--- src/rtl/unidade_controle_if.sv ---
// Instruction-source / control-output bundle of the multi-cycle control unit.
// The master side supplies Run and the instruction/immediate word; the slave
// side is the control unit, which drives every datapath control.
interface unidade_controle_if;
    logic       run;
    logic [7:0] din;
    logic [2:0] rx;
    logic [2:0] ry;
    logic       selend;
    logic [1:0] seldado;
    logic       regwr;
    logic       ain;
    logic       gin;
    logic       addsub;
    logic       ocupado;
    logic       done;

    modport master (
        output run, din,
        input  rx, ry, selend, seldado, regwr, ain, gin, addsub, ocupado, done
    );

    modport slave (
        input  run, din,
        output rx, ry, selend, seldado, regwr, ain, gin, addsub, ocupado, done
    );
endinterface

--- src/rtl/unidade_controle.sv ---
// Multi-cycle control unit for the 8-bit datapath. Latches one instruction
// per Run in IDLE and sequences mv/mvi (one cycle) or add/sub (three cycles),
// pulsing Done together with the final register write.
module unidade_controle (
    input  logic                  clk,
    input  logic                  rst,
    unidade_controle_if.slave     bus
);
    typedef enum logic [1:0] {
        IDLE = 2'd0,
        T1   = 2'd1,
        T2   = 2'd2,
        T3   = 2'd3
    } state_t;

    typedef enum logic [1:0] {
        OP_MV  = 2'b00,
        OP_MVI = 2'b01,
        OP_ADD = 2'b10,
        OP_SUB = 2'b11
    } opcode_t;

    state_t     state;
    state_t     state_next;
    logic [7:0] ir;
    opcode_t    opcode;

    assign opcode = opcode_t'(ir[7:6]);

    // State register; an asynchronous reset aborts any instruction in flight.
    // NOTE: sequential state uses non-blocking assignments so every register
    // samples its inputs from before the edge, independent of block order.
    always_ff @(posedge clk or posedge rst) begin
        if (rst) begin
            state <= IDLE;
        end else begin
            state <= state_next;
        end
    end

    // Instruction register: loaded only when a Run is accepted in IDLE.
    always_ff @(posedge clk or posedge rst) begin
        if (rst) begin
            ir <= 8'h00;
        end else if (state == IDLE && bus.run) begin
            ir <= bus.din;
        end
    end

    // Register operands come straight from IR in every state, IDLE included.
    assign bus.rx      = ir[5:3];
    assign bus.ry      = ir[2:0];
    assign bus.ocupado = (state != IDLE);

    // Next-state and control decode from state and IR; Run only steers the
    // next state, so no output depends on it combinationally.
    // NOTE: every signal gets a default before the case so no path through
    // the block leaves a value unassigned and no latch is inferred.
    always_comb begin
        state_next  = state;
        bus.selend  = 1'b0;
        bus.seldado = 2'b00;
        bus.regwr   = 1'b0;
        bus.ain     = 1'b0;
        bus.gin     = 1'b0;
        bus.addsub  = 1'b0;
        bus.done    = 1'b0;

        case (state)
            IDLE: begin
                if (bus.run) begin
                    state_next = T1;
                end
            end
            T1: begin
                case (opcode)
                    OP_MV: begin
                        bus.selend  = 1'b1;
                        bus.seldado = 2'b10;
                        bus.regwr   = 1'b1;
                        bus.done    = 1'b1;
                        state_next  = IDLE;
                    end
                    OP_MVI: begin
                        bus.seldado = 2'b01;
                        bus.regwr   = 1'b1;
                        bus.done    = 1'b1;
                        state_next  = IDLE;
                    end
                    default: begin
                        // add/sub: latch the Rx operand into A.
                        bus.ain    = 1'b1;
                        state_next = T2;
                    end
                endcase
            end
            T2: begin
                // Present Ry and capture A +/- Ry into G; IR[6] selects subtract.
                bus.selend = 1'b1;
                bus.gin    = 1'b1;
                bus.addsub = ir[6];
                state_next = T3;
            end
            T3: begin
                // Write G back into Rx.
                bus.seldado = 2'b00;
                bus.regwr   = 1'b1;
                bus.done    = 1'b1;
                state_next  = IDLE;
            end
            default: begin
                state_next = IDLE;
            end
        endcase
    end
endmodule

--- src/flat_wrapper.sv ---
// flat-port wrapper written by rule: the top's interface ports become plain ports
module unidade_controle_flat 
  (clk, rst, bus_run, bus_din, bus_rx, bus_ry, bus_selend, bus_seldado, bus_regwr, bus_ain, bus_gin, bus_addsub, bus_ocupado, bus_done);
  unidade_controle_if bus_i ();
  input  logic clk;
  input  logic rst;
  input wire logic [$bits(bus_i.run)-1:0] bus_run;
  input wire logic [$bits(bus_i.din)-1:0] bus_din;
  output wire logic [$bits(bus_i.rx)-1:0] bus_rx;
  output wire logic [$bits(bus_i.ry)-1:0] bus_ry;
  output wire logic [$bits(bus_i.selend)-1:0] bus_selend;
  output wire logic [$bits(bus_i.seldado)-1:0] bus_seldado;
  output wire logic [$bits(bus_i.regwr)-1:0] bus_regwr;
  output wire logic [$bits(bus_i.ain)-1:0] bus_ain;
  output wire logic [$bits(bus_i.gin)-1:0] bus_gin;
  output wire logic [$bits(bus_i.addsub)-1:0] bus_addsub;
  output wire logic [$bits(bus_i.ocupado)-1:0] bus_ocupado;
  output wire logic [$bits(bus_i.done)-1:0] bus_done;
  assign bus_i.run = bus_run;
  assign bus_i.din = bus_din;
  assign bus_rx = bus_i.rx;
  assign bus_ry = bus_i.ry;
  assign bus_selend = bus_i.selend;
  assign bus_seldado = bus_i.seldado;
  assign bus_regwr = bus_i.regwr;
  assign bus_ain = bus_i.ain;
  assign bus_gin = bus_i.gin;
  assign bus_addsub = bus_i.addsub;
  assign bus_ocupado = bus_i.ocupado;
  assign bus_done = bus_i.done;
  unidade_controle u_core (.clk(clk), .rst(rst), .bus(bus_i));
endmodule
--- config.mk ---
export PLATFORM = sky130hd
export DESIGN_NAME = unidade_controle_flat
export DESIGN_NICKNAME = d
export VERILOG_FILES = /design/src/rtl/unidade_controle_if.sv /design/src/rtl/unidade_controle.sv /design/src/flat_wrapper.sv
export SDC_FILE = /design/constraint.sdc
export NUM_CORES = 1
export LEC_CHECK = 0
export CAP_MARGIN = 15
export CORE_MARGIN = 4
export CORE_UTILIZATION = 42
export DETAILED_ROUTE_END_ITERATION = 12
export GPL_TIMING_DRIVEN = 0
export PLACE_DENSITY = 0.81
export SLEW_MARGIN = 20
export SYNTH_ARGS = -nofsm -noshare
export SYNTH_HDL_FRONTEND = slang
export SYNTH_SLANG_ARGS = --single-unit
export TNS_END_PERCENT = 100
--- constraint.sdc ---
create_clock -name clk -period 3.9 [get_ports clk]
set_input_delay 1.17 -clock clk [delete_from_list [all_inputs] [get_ports clk]]
set_output_delay 1.17 -clock clk [all_outputs]
set_load 0.1 [all_outputs]
==> results of run 1 <==
-- worst max-delay path: stages, from the launching register on --
cell and delay, ns:
dfrtp_1 0.42, inv_1 0.12, ha_1 0.17, nand2b_1 0.10, nor2_2 0.12, o21a_1 0.12
clkdlybuf4s50_1 1.12
-- final timing paths --
path / startpoint / endpoint / slack [ns] / cells past startpoint
min in group asynchronous: rst / asynchronous set/reset pin / 1.18 / 2
hold reg to reg: u_core.ir[4]$_DFFE_PP0P_ / u_core.ir[4]$_DFFE_PP0P_ / 0.51 / 1
setup / recovery: flop / bus_selend / 0.28 / 6
hold / removal: u_core.ir[4]$_DFFE_PP0P_ / u_core.ir[4]$_DFFE_PP0P_ / 0.51 / 1
setup reg to reg: flop / flop / 2.47 / 5
max in group asynchronous: rst / u_core.ir[2]$_DFFE_PP0P_ / 2.44 / 2
-- layer usage --
metal | up-vias | routed length [µm] | track usage (%)
li1 | 203 | - | -
met1 | 191 | 483 | 14.6
met3 | 2 | 61 | 6.10
met2 | 10 | 583 | 20.6
met4 | 0 | 8 | 5.42
met5 | - | 0 | 0
-- cell usage after synthesis --
master	count	area (µm²)
ha_1	5	62.6
nand2b_1	2	12.5
mux2_2	8	90.1
buf_4	7	52.6
nor2_1	3	11.3
nor3_1	1	5.00
a21oi_1	1	5.00
dfrtp_1	10	250
mux2_4	1	15.0
nor2b_4	1	13.8
o21a_1	1	7.51
inv_1	5	18.8
nand2_2	1	6.26
and2_1	2	12.5
-- per-stage QoR --
stage / area (µm²) / hold slack [ns] / utilization (%) / instances / setup slack (ns)
2_1_floorplan: 566 / 0.481 / - / 48 / 0.380
3_3_place_gp: 833 / 0.487 / 70.3 / 87 / 0.611
3_5_place_dp: 833 / 0.498 / 70.3 / 87 / 0.576
4_1_cts: 870 / 0.513 / 73.3 / 91 / 0.270
5_1_grt: 870 / 0.530 / 73.3 / 91 / 0.125
6_report: 870 / 0.512 / 73.3 / 91 / 0.283
-- cell type report --
| cell class | instances | area [µm²] | share of cell area, % |
|---|---|---|---|
| Tap cell | 14 | 17.5 | 2.01 |
| Buffer | 7 | 52.6 | 6.04 |
| Timing Repair Buffer | 25 | 250 | 28.8 |
| Inverter | 5 | 18.8 | 2.16 |
| Sequential cell | 10 | 250 | 28.8 |
| Clock buffer | 4 | 36.3 | 4.17 |
| Multi-Input combinational cell | 26 | 244 | 28.1 |
-- sequential cells by signal, summed over array words and instances, names as in the netlist, named ones only --
register and count:
u_core.ir 8, u_core.state 1
-- cell families after synthesis --
logic type	share of synthesized area [%]
AO/OA/AOI/OAI	2.22
buffers and inverters	12.7
AND/OR/NAND/NOR	10.9
multiplexers	18.7
flip-flops	44.4
adder cells (fa/ha/maj)	11.1
==> flow_summary.yaml, run 1 <==
cells_and_area:
  syn2layout_area_growth_pct: 54.4
  fill_cells: 104
  final_layout_size_suffix_gt1_share_pct: 29.9
  mostFrequentLayoutCell: "clkdlybuf4s50_1"
  fin_nets: 94
  final_cell_mix: "clkdlybuf4s50_1 (25), dfrtp_1 (10), mux2_2 (8), buf_4 (7)"
  n_antenna_cell: 0
yosys:
  ys_seq_area_share_pct: 44.4
  syn_avg_cell_area_um2: 11.7
  synthesis.nets: 64
  ys_warn_count: 0
  synth_cell_types: 14
  synth-seq-cells: 10
  postSynthCellCount: 48
  synth_area_um2: 563
grt:
  grt_max_degree: 11
  grt_pass1_wl_um: 1830
  antenna_found_initial: 0
  grt_usage_pct: 12.9
  gr-total-overflow: 0
  grt_pass1_vias: 416
cts:
  worstSkewPairLatency_ns: 0.26
  cts_max_path_buffers: 2
  post_cts_buffers: 0
  cts_resized: 0
  cts.sinks: 10
  clk_pin_slew_worst_paths_ns: 0.07
  cts_tree: "done"
  cts_buffers: 3
  clockRootBuffer: "clkbuf_4"
  ctsHoldBuffers: 0
  htree_levels: 1
route:
  drt-initial-drc-count: 5
  wl_um: 1140
  vias: 406
  drc: 0
  drt-vias-per-instance: 4.46
  ant_nets: 0
  routedWlPerCell_um: 12.5
  first_pass_iters: 2
floorplan:
  rows: 12
  die-area_um2: 1990
  ioPinCount: 26
  initial_utilization_pct: 47.5
  coreArea_um2: 1190
  fp.dieH_um: 44.6
  fp.dieW_um: 44.6
placement:
  io_buffer_count: 25
  dp_hpwl_um: 922
  gp_congestion: 0.766
sta:
  finClkSkew_ns: 0.00590
  period_share_pct: 92.7
  finalSetupTns_ns: 0
  relSlewSlack_pct: 34.5
  drv_slew: 0
  fmax_mhz: 277
  hold_viol: 0
  worst_pin_slew_ns: 0.979
  rsz0062_at_grt: "no"
  setup_viol: 0
  finalCriticalPeriod_ns: 3.62
outcome:
  status: "complete, no violations"
setup_path:
  crit_path_start_kind: "flop"
  worstSetupPathType: "reg2out"
  required_ns: 2.73
  cp.arrival_ns: 2.45
  cp-end-kind: "primary output"
  path_max_fanout: 4
flow_run:
  drv_cap: 0
min_path:
  hold_path_class: "reg2reg"
Power of run 1 is left out: the tool's default activity adds up to more than one toggle a clock period on the data nets, which glitch-free logic cannot reach.
==> run 2: changes to the inputs <==
- CORE_MARGIN: 4 -> default
==> flow_summary.yaml, run 2 (synthesis results as in run 1) <==
cts:
  cts_max_path_buffers: 2
  cts_buffers: 3
  post_cts_buffers: 0
  ctsHoldBuffers: 0
  cts.sinks: 10
  cts_resized: 0
  cts_tree: "done"
  htree_levels: 1
  clk_pin_slew_worst_paths_ns: 0.06
  clockRootBuffer: "clkbuf_4"
  worstSkewPairLatency_ns: 0.26
floorplan:
  die-area_um2: 1490
  coreArea_um2: 1170
  fp.dieW_um: 38.6
  fp.dieH_um: 38.6
  initial_utilization_pct: 48.1
  ioPinCount: 26
  rows: 12
grt:
  grt_usage_pct: 17.1
  gr-total-overflow: 0
  grt_use_met3_pct: 5.20
  grt_pass1_vias: 412
  gr-usage-met1_pct: 19.6
  top_usage_layer: "met2"
  grt_max_degree: 11
  grt_pass1_wl_um: 1610
  antenna_found_initial: 0
  grt_util_met2_pct: 27.5
sta:
  finalSetupTns_ns: 0
  finClkSkew_ns: 0.00247
  hold_viol: 0
  finalCriticalPeriod_ns: 3.63
  worst_pin_slew_ns: 0.973
  setup_viol: 0
  fmax_mhz: 275
  relSlewSlack_pct: 34.9
  period_share_pct: 93.2
  rsz0062_at_grt: "no"
  drv_slew: 0
setup_path:
  worstSetupPathType: "reg2out"
  required_ns: 2.73
  path_max_fanout: 4
  reg2reg_slack_ns: 2.46
  crit_path_start_kind: "flop"
  max_stage_delay_ns: 1.13
  cp-end-kind: "primary output"
  slowest_stage: "clkdlybuf4s50_1"
  cp.arrival_ns: 2.46
  crit_chain: "inv_1 -> ha_1 -> nand2b_1 -> nor2_2 -> o21a_1 -> clkdlybuf4s50_1"
cells_and_area:
  fin_nets: 94
  largest_registers: "u_core.ir (8), u_core.state (1)"
  syn2layout_area_growth_pct: 52.0
  largest_register_ffs: 8
  fill_cells: 93
  mostFrequentLayoutCell: "clkdlybuf4s50_1"
  n_antenna_cell: 0
  final_cell_mix: "clkdlybuf4s50_1 (25), dfrtp_1 (10), mux2_2 (8), buf_4 (7)"
  largest_register: "u_core.ir"
  final_layout_size_suffix_gt1_share_pct: 28.9
placement:
  dp_hpwl_um: 832
  io_buffer_count: 25
  gp_congestion: 0.733
route:
  drt-initial-drc-count: 1
  ant_nets: 0
  vias: 407
  routedWlPerCell_um: 11.2
  first_pass_iters: 4
  wl_um: 1010
  drt-vias-per-instance: 4.52
  drc: 0
flow_run:
  drv_cap: 0
outcome:
  status: "complete, no violations"
min_path:
  hold_path_class: "reg2reg"
[run 2: cell count changes in the layout (fill, tap and decap cells not counted), sizes merged]
cell	previous run	this run
clkbuf	4	3
[run 2: area by class of cell]
cell class,instances,area [µm²],area share (%)
inverters,5,18.8,2.19
multi-input cells,26,244,28.5
plain buffers,7,52.6,6.14
well taps,14,17.5,2.05
repair buffers,25,250,29.2
clock buffers,3,22.5,2.63
flip-flops and latches,10,250,29.2
[run 2: critical path: cells and delay by family (launching register included)]
family / cells / cell delay (ns)
adders and majority gates: 1 / 0.17
buffers and inverters: 2 / 1.26
DFF: 1 / 0.41
AOI/OAI and AO/OA: 1 / 0.12
and+or+nand+nor: 2 / 0.23
[run 2: worst paths after layout]
check	cells after the start	end	start
min reg2reg	1	u_core.ir[4]$_DFFE_PP0P_	u_core.ir[4]$_DFFE_PP0P_
min in group asynchronous	2	u_core.ir[3]$_DFFE_PP0P_	rst
max reg2reg	5	flop	u_core.state[0]$_DFFE_PP0P_
max	6	bus_selend	flop
max in group asynchronous	2	u_core.ir[6]$_DFFE_PP0P_	rst
min	1	u_core.ir[4]$_DFFE_PP0P_	u_core.ir[4]$_DFFE_PP0P_
[run 2: metrics by stage]
stage	setup slack (ns)	hold WS [ns]	instance area (µm²)	util [%]	cells
finish	0.266	0.508	856	73.1	90
global route	0.133	0.532	856	73.1	90
CTS	0.249	0.516	856	73.1	90
detailed placement	0.536	0.502	833	71.2	87
global placement	0.592	0.489	833	71.2	87
floorplan	0.380	0.481	566	-	48
[run 2: per-layer routing]
layer	vias up	part of all wire [%]	wire length (µm)
met5	-	0	0
met4	0	2.1	21
met3	4	6.0	61
met2	13	53	538
met1	185	39	391
li1	205	-	-
Power of run 2 is left out for the same reason.
==> variant: new RTL, config.mk and constraints of run 2 <==
Encoding of `state_t`: now one-hot (4 bits for 4 states).
--- a/src/rtl/unidade_controle.sv
+++ b/src/rtl/unidade_controle.sv
@@ -7,9 +7,9 @@
     unidade_controle_if.slave     bus
 );
-    typedef enum logic [1:0] {
-        IDLE = 2'd0,
-        T1   = 2'd1,
-        T2   = 2'd2,
-        T3   = 2'd3
+    typedef enum logic [3:0] {
+        IDLE = 4'b0001,
+        T1   = 4'b0010,
+        T2   = 4'b0100,
+        T3   = 4'b1000
     } state_t;
 
Function: same outputs for any inputs over 10 cycles, from zero or initial values and one cycle with rst high; not proved beyond that.
==> variant against run 2 <==
- synthesized cell count up 10%
- sequential cell count rose by 2
- count of clock-buffer cells in the layout increased by 1
- setup slack lost 0.051 ns
- synthesized area increased by 7.6%
- die area rose by 7.1%
- cell area up 9.1%
- core utilization fell by 2.2 points
- register-to-register slack got worse by 0.18 ns
- via count grew 13%
- wire length increased by 2.7%
Power is left out: the tool's default activity adds up to more than one toggle a clock period on the data nets, which glitch-free logic cannot reach.
==> variant: results (changes against run 2) <==
run status = finished, final reports clean
dpl cells = 93 (+6.9%)
vias = 461 (+13%)
Post-Route WL = 1039 µm (+2.7%)
ClkCell Share = 3.887% (+1.3 points)
top post-synthesis cells by area = dfrtp_1 (45%), mux2_2 (15%), buf_4 (8.7%), dfstp_2 (4.3%), nand3b_4 (3.3%)
GRT met3 Usage = 1.667% (-3.5 points)
met1 wire length = 480 µm (+23%)
Synth Area in Adders = 0% (-11 points)
met3 WL post-DR = 60 µm (-1.6%)
grt met1 use = 23.62% (+4.0 points)
Tot GR Track Use = 15.85% (-1.2 points)
Post-DP HPWL = 797.3 µm (-4.2%)
Fillers = 84 (-9.7%)
synth unique cells = 20 (+6)
met2 usage = 21.77% (-5.7 points)
NonClk Buf Share = 33.11% (-2.3 points)
register area = 301.5 µm² (+20%)
top flop regs = u_core.ir (8), u_core.state (4)
Seq/Total Area, Yosys = 49.79% (+5.3 points)
area grow syn2layout = 54.13%
placed instance area = 894.6 µm² (+7.4%)
GPL Wtd Cong = 0.6928 (-5.4%)
Max transition margin = 34.88% (-0.068 points)
largest net degree at the start of global routing = 13 (+2)
non-clock buffer count = 33 (+3.1%)
count of multi-input combinational gates = 29 (+12%)
fraction of standard cell area in multi-input logic = 27.08% (-1.4 points)
WL/cell = 10.71 µm (-4.7%)
pre-CTS WS = 0.4384 ns (-0.09809 ns)
mux cell area share after synthesis = 14.88% (-3.8 points)
nonclk inv count = 4 (-1)
crit path DAT = 2.51 ns (+0.05 ns)
met2 WL = 487 µm (-9.5%)
layout cells sized above 1 = 29.27% (+0.32 points)
first-pass GRT wire length = 1656 µm (+3.0%)
Synth top cells by count = dfrtp_1 (11), mux2_2 (8), buf_4 (7)
crit-path max FO = 9 (+5)
## variant: cell types whose count changed after synthesis, moves of 2 or more
cell             run 2  this run
ha_1                 5         0
nand2b_1             2         0
nor2_1               3         5
nor3_1               1         3
nor4_1               0         2
## variant: worst paths after layout
kind	from	to	slack [ns]	cells past startpoint
worst max register to register	u_core.state[0]$_DFFE_PP1P_	u_core.ir[2]$_DFFE_PP0P_	2.28	3
max in group asynchronous	rst	u_core.state[0]$_DFFE_PP1P_	2.37	2
min in group asynchronous	rst	u_core.state[2]$_DFFE_PP0P_	1.19	2
worst min-delay path	u_core.ir[3]$_DFFE_PP0P_	u_core.ir[3]$_DFFE_PP0P_	0.51	1
worst min register to register	u_core.ir[3]$_DFFE_PP0P_	u_core.ir[3]$_DFFE_PP0P_	0.51	1
worst max-delay path	u_core.state[3]$_DFFE_PP0P_	bus_selend	0.22	4
